### src/rtl/xcorr_search.sv
// Sliding-window correlation search: loads a template and signal window from SRAM,
// MACs every window position and keeps the best (signed or max-magnitude) score.
module xcorr_search #(
    parameter int DATA_W    = 8,
    parameter int TMPL_LEN  = 64,
    parameter int SIG_LEN   = 1024,
    parameter int ADDR_W    = 11,
    parameter int TMPL_BASE = 0,
    parameter int SIG_BASE  = 64,
    localparam int N_POS    = SIG_LEN - TMPL_LEN + 1,
    localparam int ACC_W    = 2 * DATA_W + $clog2(TMPL_LEN),
    localparam int IDX_W    = (N_POS > 1) ? $clog2(N_POS) : 1
) (
    input  logic                    clk,
    input  logic                    rst_n,
    input  logic                    start,
    input  logic                    mode,
    output logic                    mem_en,
    output logic [ADDR_W-1:0]       mem_addr,
    input  logic [DATA_W-1:0]       mem_rdata,
    output logic                    busy,
    output logic                    done,
    output logic                    result_valid,
    output logic signed [ACC_W-1:0] best_val,
    output logic [IDX_W-1:0]        best_idx
);

    localparam int CNT_W  = $clog2(TMPL_LEN + 1);
    localparam int HEAD_W = (TMPL_LEN > 1) ? $clog2(TMPL_LEN) : 1;
    localparam int PROD_W = 2 * DATA_W;

    localparam logic [CNT_W-1:0]  CNT_LOAD_LAST = CNT_W'(TMPL_LEN);
    localparam logic [CNT_W-1:0]  CNT_MAC_LAST  = CNT_W'(TMPL_LEN - 1);
    localparam logic [HEAD_W-1:0] HEAD_LAST     = HEAD_W'(TMPL_LEN - 1);
    localparam logic [HEAD_W:0]   SUM_WRAP      = (HEAD_W + 1)'(TMPL_LEN);
    localparam logic [IDX_W-1:0]  POS_LAST      = IDX_W'(N_POS - 1);
    localparam logic [ADDR_W-1:0] TMPL_BASE_A   = ADDR_W'(TMPL_BASE);
    localparam logic [ADDR_W-1:0] SIG_BASE_A    = ADDR_W'(SIG_BASE);
    localparam logic [ADDR_W-1:0] TMPL_LEN_A    = ADDR_W'(TMPL_LEN);

    typedef enum logic [2:0] {
        S_IDLE, S_LOAD_T, S_LOAD_S, S_MAC, S_CMP, S_FETCH, S_WRITE, S_DONE
    } state_t;

    state_t                  state_q, state_d;
    logic [CNT_W-1:0]        cnt_q, cnt_d;
    logic [HEAD_W-1:0]       head_q, head_d;
    logic [IDX_W-1:0]        pos_q, pos_d;
    logic signed [ACC_W-1:0] acc_q, acc_d;
    logic                    mode_q, mode_d;
    logic signed [ACC_W-1:0] best_val_q, best_val_d;
    logic [IDX_W-1:0]        best_idx_q, best_idx_d;
    logic                    valid_q, valid_d;

    logic signed [DATA_W-1:0] tmpl_q [TMPL_LEN];
    logic signed [DATA_W-1:0] win_q  [TMPL_LEN];

    logic                     tmpl_we, win_we;
    logic [HEAD_W-1:0]        buf_idx;
    logic [HEAD_W-1:0]        mac_j;
    logic [HEAD_W:0]          win_sum;
    logic signed [PROD_W-1:0] prod;
    logic signed [ACC_W:0]    cand_m, best_m;
    logic                     take;

    // NOTE: every signal driven here gets a default first, so no path infers a latch.
    always_comb begin
        state_d    = state_q;
        cnt_d      = cnt_q;
        head_d     = head_q;
        pos_d      = pos_q;
        acc_d      = acc_q;
        mode_d     = mode_q;
        best_val_d = best_val_q;
        best_idx_d = best_idx_q;
        valid_d    = valid_q;
        mem_en     = 1'b0;
        mem_addr   = '0;
        tmpl_we    = 1'b0;
        win_we     = 1'b0;
        buf_idx    = HEAD_W'(cnt_q - CNT_W'(1));

        // Circular read index: win[(head + j) mod TMPL_LEN]
        mac_j   = HEAD_W'(cnt_q);
        win_sum = (HEAD_W + 1)'(head_q) + (HEAD_W + 1)'(mac_j);
        if (win_sum >= SUM_WRAP) begin
            win_sum = win_sum - SUM_WRAP;
        end
        prod = tmpl_q[mac_j] * win_q[win_sum[HEAD_W-1:0]];

        // Magnitude needs one extra bit so the most negative sum stays representable.
        cand_m = {acc_q[ACC_W-1], acc_q};
        best_m = {best_val_q[ACC_W-1], best_val_q};
        if (mode_q) begin
            if (cand_m[ACC_W]) cand_m = -cand_m;
            if (best_m[ACC_W]) best_m = -best_m;
        end
        take = (pos_q == '0) || (cand_m > best_m);

        unique case (state_q)
            S_IDLE: begin
                if (start) begin
                    state_d = S_LOAD_T;
                    mode_d  = mode;
                    valid_d = 1'b0;
                    pos_d   = '0;
                    cnt_d   = '0;
                end
            end
            S_LOAD_T, S_LOAD_S: begin
                if (cnt_q != CNT_LOAD_LAST) begin
                    mem_en   = 1'b1;
                    mem_addr = ((state_q == S_LOAD_T) ? TMPL_BASE_A : SIG_BASE_A)
                               + ADDR_W'(cnt_q);
                end
                if (cnt_q != '0) begin
                    tmpl_we = (state_q == S_LOAD_T);
                    win_we  = (state_q == S_LOAD_S);
                end
                if (cnt_q == CNT_LOAD_LAST) begin
                    cnt_d   = '0;
                    state_d = (state_q == S_LOAD_T) ? S_LOAD_S : S_MAC;
                    head_d  = '0;
                end else begin
                    cnt_d = cnt_q + CNT_W'(1);
                end
            end
            S_MAC: begin
                acc_d = ((cnt_q == '0) ? '0 : acc_q) + ACC_W'(prod);
                if (cnt_q == CNT_MAC_LAST) begin
                    cnt_d   = '0;
                    state_d = S_CMP;
                end else begin
                    cnt_d = cnt_q + CNT_W'(1);
                end
            end
            S_CMP: begin
                if (take) begin
                    best_val_d = acc_q;
                    best_idx_d = pos_q;
                end
                state_d = (pos_q == POS_LAST) ? S_DONE : S_FETCH;
            end
            S_FETCH: begin
                mem_en   = 1'b1;
                mem_addr = SIG_BASE_A + ADDR_W'(pos_q) + TMPL_LEN_A;
                state_d  = S_WRITE;
            end
            S_WRITE: begin
                win_we  = 1'b1;
                buf_idx = head_q;
                head_d  = (head_q == HEAD_LAST) ? '0 : head_q + HEAD_W'(1);
                pos_d   = pos_q + IDX_W'(1);
                cnt_d   = '0;
                state_d = S_MAC;
            end
            S_DONE: begin
                valid_d = 1'b1;
                state_d = S_IDLE;
            end
            default: state_d = S_IDLE;
        endcase
    end

    // NOTE: registers use <= so every flop samples the values from before this edge.
    always_ff @(posedge clk) begin
        if (!rst_n) begin
            state_q    <= S_IDLE;
            cnt_q      <= '0;
            head_q     <= '0;
            pos_q      <= '0;
            acc_q      <= '0;
            mode_q     <= 1'b0;
            best_val_q <= '0;
            best_idx_q <= '0;
            valid_q    <= 1'b0;
        end else begin
            state_q    <= state_d;
            cnt_q      <= cnt_d;
            head_q     <= head_d;
            pos_q      <= pos_d;
            acc_q      <= acc_d;
            mode_q     <= mode_d;
            best_val_q <= best_val_d;
            best_idx_q <= best_idx_d;
            valid_q    <= valid_d;
        end
    end

    // NOTE: sample buffers are not reset; every entry is written before it is read.
    always_ff @(posedge clk) begin
        if (tmpl_we) tmpl_q[buf_idx] <= mem_rdata;
        if (win_we)  win_q[buf_idx]  <= mem_rdata;
    end

    assign busy         = (state_q != S_IDLE);
    assign done         = (state_q == S_DONE);
    assign result_valid = valid_q;
    assign best_val     = best_val_q;
    assign best_idx     = best_idx_q;

endmodule

### config.mk
export PLATFORM = sky130hd
export DESIGN_NAME = xcorr_search
export DESIGN_NICKNAME = d
export VERILOG_FILES = /design/src/rtl/xcorr_search.sv
export SDC_FILE = /design/constraint.sdc
export NUM_CORES = 1
export LEC_CHECK = 0
export CORE_MARGIN = 5
export CORE_UTILIZATION = 53
export CTS_CLUSTER_DIAMETER = 80
export CTS_CLUSTER_SIZE = 16
export DETAILED_ROUTE_END_ITERATION = 8
export PLACE_DENSITY = 0.67
export SYNTH_ARGS = -nofsm -noshare
export SYNTH_HDL_FRONTEND = slang
export SYNTH_SLANG_ARGS = --single-unit
### constraint.sdc
create_clock -name clk -period 11.7 [get_ports clk]
set_input_delay 1.755 -clock clk [delete_from_list [all_inputs] [get_ports clk]]
set_output_delay 1.755 -clock clk [all_outputs]
set_load 0.05 [all_outputs]
Word-level counts from Yosys, hierarchy flattened
Memories as Yosys holds them, arrays and structs flattened. A register that Yosys moved wholly into a read port is not among the register bits.
Cells that the tools add are included.
- eq/ne operators: 15
- magnitude comparators: 2
- $add $sub $neg: 12
- div/mod/pow operators: 0
- bitwise operators: 0
- multiplexer cells: 39
- reductions and logical operators: 18
- shift-type cells: 0
- multiply operators: 1
- operator list (cell ; number):
    23-bit two-way mux ; 4
    22-bit negator with 23-bit output ; 2
    6-bit two-way mux ; 6
    7-bit two-way mux ; 4
    7-bit case mux with 4 select lines ; 1
    23-bit greater-than comparator ; 1
    22-bit adder ; 1
    22-bit two-way mux ; 1
    11-bit case mux with 2 select lines ; 1
    3-bit case mux with 7 select lines ; 1
    10-bit case mux with 2 select lines ; 1
    8-bit by 8-bit multiplier with 16-bit output ; 1
    3-bit == test, second input constant ; 4
    6-bit case mux with 2 select lines ; 1
    2-bit AND reduction ; 6
    6-bit by 1-bit subtractor with 6-bit output, second input constant ; 2
    11-bit by 7-bit adder with 11-bit output, second input constant ; 1
    7-bit by 10-bit adder with 11-bit output, first input constant ; 1
    10-bit by 1-bit adder with 10-bit output, second input constant ; 1
    10-bit == test, second input constant ; 1
    10-bit zero test ; 1
    1-bit two-way mux ; 10
    10-bit two-way mux ; 1
    3-bit two-way mux ; 3
    24 further kinds ; 31
- memory bits (read-only): 0
- bits in latches: 0
- register bits: 82
- RAM bits: 1024
- output and inout port bits: 47
- memories: 2
- input port bits: 12
- word-level logic and storage cells: 98
- memories (name ; depth ; width ; read ports ; clocked after Yosys merged registers in ; wr ports ; RTL line ; text):
    tmpl_q ; 64 ; 8 ; 1 ; 1 ; 1 ; 55 ; logic signed [DATA_W-1:0] tmpl_q [TMPL_LEN];
    win_q ; 64 ; 8 ; 1 ; 0 ; 1 ; 56 ; logic signed [DATA_W-1:0] win_q [TMPL_LEN];

Depth between registers and ports, before layout
- depth after elaboration: 6
- gate-level depth with buffers: 38
- depth with buffers taken out: 37

Least setup slack after synthesis
Ideal clock, no wire load.
- kind: register -> register
- start: register head_q[0]
- end: register acc_q[21]
- stages on the path, launching flop included: 32
- path slack: 3.271 ns
- required time: 11.621 ns
- clock period less this slack: 8.429 ns
- setup time: 0.079 ns
- data arrival time: 8.350 ns
- buffers on the path: 3
- path through: dfxtp_1 -> ha_1 -> inv_1 -> fa_1 -> buf_2 -> buf_2 -> buf_1 -> mux4_2 -> mux4_2 -> mux2i_1 -> a21oi_1 -> and2_1 -> fa_1 -> fa_1 -> fa_1 -> inv_1 -> fa_1 -> inv_1 -> ha_1 -> a2111oi_0 -> o21ai_0 -> nand2_1 -> a311oi_4 -> xor2_2 -> ha_1 -> a21o_1 -> a21o_1 -> a21o_1 -> a31o_2 -> mux2i_1 -> or4_1 -> o211ai_1
- cells in the longest elaborated chain, start to end: 6
- elaborated cells on any way between the ends: 7
- those cells by class: 3 x add/sub; 1 x mul; 1 x order compare; 1 x mux; 1 x memory
- ends and longest elaborated chain (item ; RTL line ; text):
    start: declaration ; 47 ; logic [HEAD_W-1:0] head_q, head_d;
    start signal: assignment ; 170 ; head_q <= '0;
    start signal: assignment ; 180 ; head_q <= head_d;
    6-bit by 6-bit adder with 7-bit output (*) ; 85 ; win_sum = (HEAD_W + 1)'(head_q) + (HEAD_W + 1)'(mac_j);
    6-bit by 1-bit subtractor with 6-bit output or 7-bit greater-or-equal comparator (tied branches) ; 87, 86 ;
    6-bit two-way mux (*) ; 86 ; if (win_sum >= SUM_WRAP) begin
    memory read 64 x 8 bit (*) ; -- ;
    8-bit by 8-bit multiplier with 16-bit output (*) ; 89 ; prod = tmpl_q[mac_j] * win_q[win_sum[HEAD_W-1:0]];
    22-bit adder (*) ; 129 ; acc_d = ((cnt_q == '0) ? '0 : acc_q) + ACC_W'(prod);
    end signal: assignment ; 172 ; acc_q <= '0;
    end signal: assignment ; 182 ; acc_q <= acc_d;
    end: declaration ; 49 ; logic signed [ACC_W-1:0] acc_q, acc_d;
Every way passes the cells marked *; elsewhere a longest branch is shown, timed or not.
A chain may end at the register's enable or synchronous reset.

Worst setup path after layout
- start: register cnt_q[0]
- end: register acc_q[21]
- cells in the longest elaborated chain, start to end: 6
- elaborated cells on any way between the ends: 9
- those cells by class: 3 x add/sub; 1 x mul; 1 x order compare; 2 x mux; 1 x reduce/logical; 1 x memory
- ends and longest elaborated chain (item ; RTL line ; text):
    start: declaration ; 46 ; logic [CNT_W-1:0] cnt_q, cnt_d;
    start signal: assignment ; 179 ; cnt_q <= cnt_d;
    6-bit by 6-bit adder with 7-bit output ; 85 ;
    6-bit by 1-bit subtractor with 6-bit output or 7-bit greater-or-equal comparator (tied branches) ; 87, 86 ;
    6-bit two-way mux ; 86 ;
    memory read 64 x 8 bit ; -- ;
    8-bit by 8-bit multiplier with 16-bit output ; 89 ;
    22-bit adder (*) ; 129 ;
Marks and branches as above.

==> results summary <==
The final antenna-violating net count is 0. Counting every sink on the clock net gives 1112. The cell that appears most often on the critical path is sky130_fd_sc_hd__fa_1. The clock insertion delay at the later pin of the skew report is ~0.67 ns. The post-layout minimum cycle time is 10.25 ns.

The fraction of layout instances using a drive strength above 1 came out at 0.176. In this run, synthesis inferred 1024 flip-flops with an integrated enable. The sum of negative setup slack came out at 0 ns. The total congestion overflow after global routing is 0. The fraction of synthesis flops using an asynchronous set or reset pin is 0.

Of the total synthesized cell area, the portion taken by AND, OR, NAND and NOR gates is 0.0599. The count of input and output buffers came out at a little under 60. The most frequent cell after synthesis is sky130_fd_sc_hd__edfxtp_1. The hold buffer count at CTS is 0. The worst path arrival time came out at 10.82 ns.

Dividing the detail-routed via count by the number of cells gives 6.30. The max-slew violation count is 0. The largest fanout of any net on the critical path is 46.

The worst register-to-register path begins at cnt_q[0]$_SDFFE_PN0P_. For this configuration, the core starts out at a cell density of 0.534. The final-report setup violation count is 0. 0 antenna diodes ended up in the layout. The post-synthesis share of cell area spent on full adders, half adders and majority gates is 0.0457. The count of buffers added by post-CTS timing repair for setup is 0. Power spread over the standard cell area amounts to around 290 mW/mm2. The final net count is 3070. The HPWL after detailed placement came out at 70.3 mm. The register clock-pin slew on the reported worst setup and hold paths came out at 0.08 ns. The data required time at the worst endpoint is 12.27 ns. The mean area per synthesized cell came out at 17.0 um2.

For hold timing, the worst endpoint is result_valid$_SDFFE_PN0P_. The number of primary I/O pins is slightly below 60. The number of detailed-route iterations in the first pass came out at 5. The highest clock rate came out at slightly below 100 MHz.

The setup slack of the worst register-to-register path came out at around 1.4 ns. The maximum buffer depth of the clock tree is 3. The routed via count is 25999.

The clock buffer count from CTS came out at 81. The average wire per standard cell is around 27 um. Along the worst hold path, the cell count comes to 2. The cell sitting at the root of the clock tree is a sky130_fd_sc_hd__clkbuf_16. By area the synthesized netlist is led by sky130_fd_sc_hd__edfxtp_1 63%, sky130_fd_sc_hd__mux4_2 15%, sky130_fd_sc_hd__dfxtp_1 3.6%, sky130_fd_sc_hd__fa_1 2.4%, sky130_fd_sc_hd__ha_1 2.2%. The DRC violation count after routing came out at 0. The headroom to the max-slew limit is 0.205. Setup repair after global routing left no endpoint under its margin.

STA classifies the critical path startpoint as a flip-flop. The number of distinct library cells after synthesis came out at 70. In this run the core area contains 111 standard-cell rows. The flow ran to the end, and the final reports show no timing, DRC or antenna violations. The worst hold path begins at result_valid$_SDFFE_PN0P_.

The net count of the mapped netlist came out at 3038. The area of the die came out at 0.0986 mm2. For this run, the leading register cell type out of synthesis is sky130_fd_sc_hd__edfxtp_1. The core region area is 0.0917 mm2. After synthesis, the share of cell area in mux cells is 0.155. Summed over all instances, the cell type with the most area after synthesis is sky130_fd_sc_hd__edfxtp_1. The cell count after synthesis came out at approximately 2900. The post-synthesis cell area came out at 0.0490 mm2.

The area overhead of the layout relative to synthesis came out at 8.43%. The cell area reported after detailed placement came out at approximately 0.05 mm2. After synthesis, the largest family of logic cells by area is multiplexers. The number of gates given a new drive strength after cts came out at 0.

The total number of yosys warnings came out at 0. The slowest stage cell on the critical path is sky130_fd_sc_hd__fa_4. The number of DRC markers after the initial detailed-route iteration came out at roughly 2900. The H-tree was split into 3 levels. The worst setup path is captured at a flip-flop. The width of the die came out at 314 um. After synthesis, the most frequently instantiated cells are 1024 x sky130_fd_sc_hd__edfxtp_1, 322 x sky130_fd_sc_hd__mux4_2, 270 x sky130_fd_sc_hd__nor2_1. The initial antenna violation count came to 3. The final cycle utilization of the critical path is 0.876. Measured in cells, the most critical reg-to-reg path has a length of 29. The worst setup path is of the flip-flop to flip-flop kind. The post-synthesis register bit count came out at 1112. The maximum single-stage delay on the critical path came out at 1.27 ns. The compound-cell area share of the yosys netlist came out at 0.0386. The transition time at the pin with the least slew margin is ~1.2 ns.

The analysis attributes to cell leakage a power of 17.0 nW. The wire length of the first global-routing pass is 169 mm. The clock skew after layout came out at ~0.036 ns.

The total global-route track usage is 0.227. The number of global-route vias before repair came to 26230. TritonCTS built the clock tree. The max-cap violation count came out at 0.

The post-detailed-routing wire length came out at 112 mm. The endpoint identified for the worst register-to-register timing path is acc_q[21]$_SDFFE_PN0N_. The largest net degree at the start of global routing is 98. The XOR/XNOR share of the synthesized area is 0.0160. Of the post-synthesis cell area, the dominant cell type holds 0.628. The number of endpoints with negative hold slack in the final report is 0. Across the VDD grid, the largest voltage drop is 546 uV.

Of the synthesized area, sequential elements account for 0.664. The total non-filler cell area in the finished layout is 0.0531 mm2. The final estimated routing congestion in global placement came out at approximately 0.85.

The die span in y is 314 um. The worst hold path belongs to the class flip-flop to flip-flop.
## worst max-delay path by stage
stage	start	end	slack, ns	cells after the start
floorplan	head_q[0]$_SDFFE_PN0P_	acc_q[21]$_SDFFE_PN0N_	3.27	31
CTS	cnt_q[0]$_SDFFE_PN0P_	acc_q[21]$_SDFFE_PN0N_	1.45	30
finish	cnt_q[0]$_SDFFE_PN0P_	acc_q[21]$_SDFFE_PN0N_	1.45	29
global placement	cnt_q[0]$_SDFFE_PN0P_	acc_q[21]$_SDFFE_PN0N_	1.75	30
global route	cnt_q[0]$_SDFFE_PN0P_	acc_q[21]$_SDFFE_PN0N_	0.89	33
detailed placement	cnt_q[0]$_SDFFE_PN0P_	acc_q[21]$_SDFFE_PN0N_	1.54	30
## cells in the final DEF (no fill, tap or decap), drive strengths merged, types with 5 or more instances in the layout
master         Yosys  final
o311ai            33     33
a211oi             9      9
nor3              25     25
clkbuf           100    103
ha                86     86
mux2              15     15
nor2             270    270
xnor2             59     59
nand4              8      8
o21ai             53     53
o31ai             14     14
or2               10     10
nand2            152    152
xor2              29     29
nor2b             21     21
mux4             322    322
inv              102    108
fa                58     58
o21bai            10     10
mux2i             19     19
or3                5      5
clkdlybuf4s50      0     49
o21a               9      9
and3              32     32
nand2b            17     17
edfxtp          1024   1024
a21oi             96     96
a31oi              7      7
dfxtp             88     88
a21o              23     23
buf               44     44
nor4               6      6
and2              31     31
nand3             60     60
## stage by stage
| step | utilization | setup slack [ns] | total power, W | hold WS [ns] | instances |
|---|---|---|---|---|---|
| final | 0.579 | 1.45 | 0.0155 | 0.497 | 4130 |
| after global routing | 0.579 | 0.893 | 0.0167 | 0.537 | 4130 |
| after CTS | 0.579 | 1.45 | 0.0156 | 0.502 | 4130 |
| after detailed placement | 0.554 | 1.54 | 0.0130 | 0.483 | 4017 |
| after global placement | 0.554 | 1.75 | 0.0127 | 0.471 | 4017 |
| after floorplan | - | 3.27 | 0.0111 | 0.462 | 2882 |
## critical path, delay by kind of cell (launching register included)
| kind | cells | cell delay [ns] |
|---|---|---|
| adders and majority gates | 8 | 4.23 |
| AOI/OAI and AO/OA | 9 | 2.07 |
| muxes | 4 | 1.36 |
| and+or+nand+nor | 3 | 0.78 |
| buffers and inverters | 4 | 0.59 |
| DFF | 1 | 0.56 |
| xor gates and xnor gates | 1 | 0.48 |
## registers in the layout (all words and copies together) (netlist names), named ones only
signal	flops
acc_q	22
best_idx	10
best_val	22
cnt_q	7
head_q	6
mode_q	1
pos_q	10
result_valid	1
state_q	3
tmpl_q	512
win_q	512
## logic make-up after synthesis
logic type,after synthesis
fa+ha+maj,144
mux,356
flops,1112
compound gates,285
buf+inv,247
xor+xnor,88
simple gates,650
## cell type report
class,instances,area [um2]
Clock buffer,103,2170
Clock inverter,10,138
Fill cell,6814,38600
Inverter,103,387
Multi-Input combinational cell,1523,15500
Sequential cell,1112,32500
Tap cell,1186,1480
Timing Repair Buffer,93,868
## per-layer routing
layer | global-route usage | up-vias | routed length (um)
met3 | 0.0409 | 135 | 8420
met5 | 0 | - | 27
met2 | 0.362 | 1040 | 53700
met4 | 0.0522 | 4 | 2260
li1 | - | 11310 | -
met1 | 0.333 | 13510 | 47100
## power by group
group	internal [W]	leakage [nW]	switching, W
logic	0.00353	5.96	0.00486
registers	0.00438	9.91	0.000108
clock network	0.00133	1.13	0.00132
total	0.00924	17.0	0.00629
Note: power is estimated with default switching activity, not from simulation.
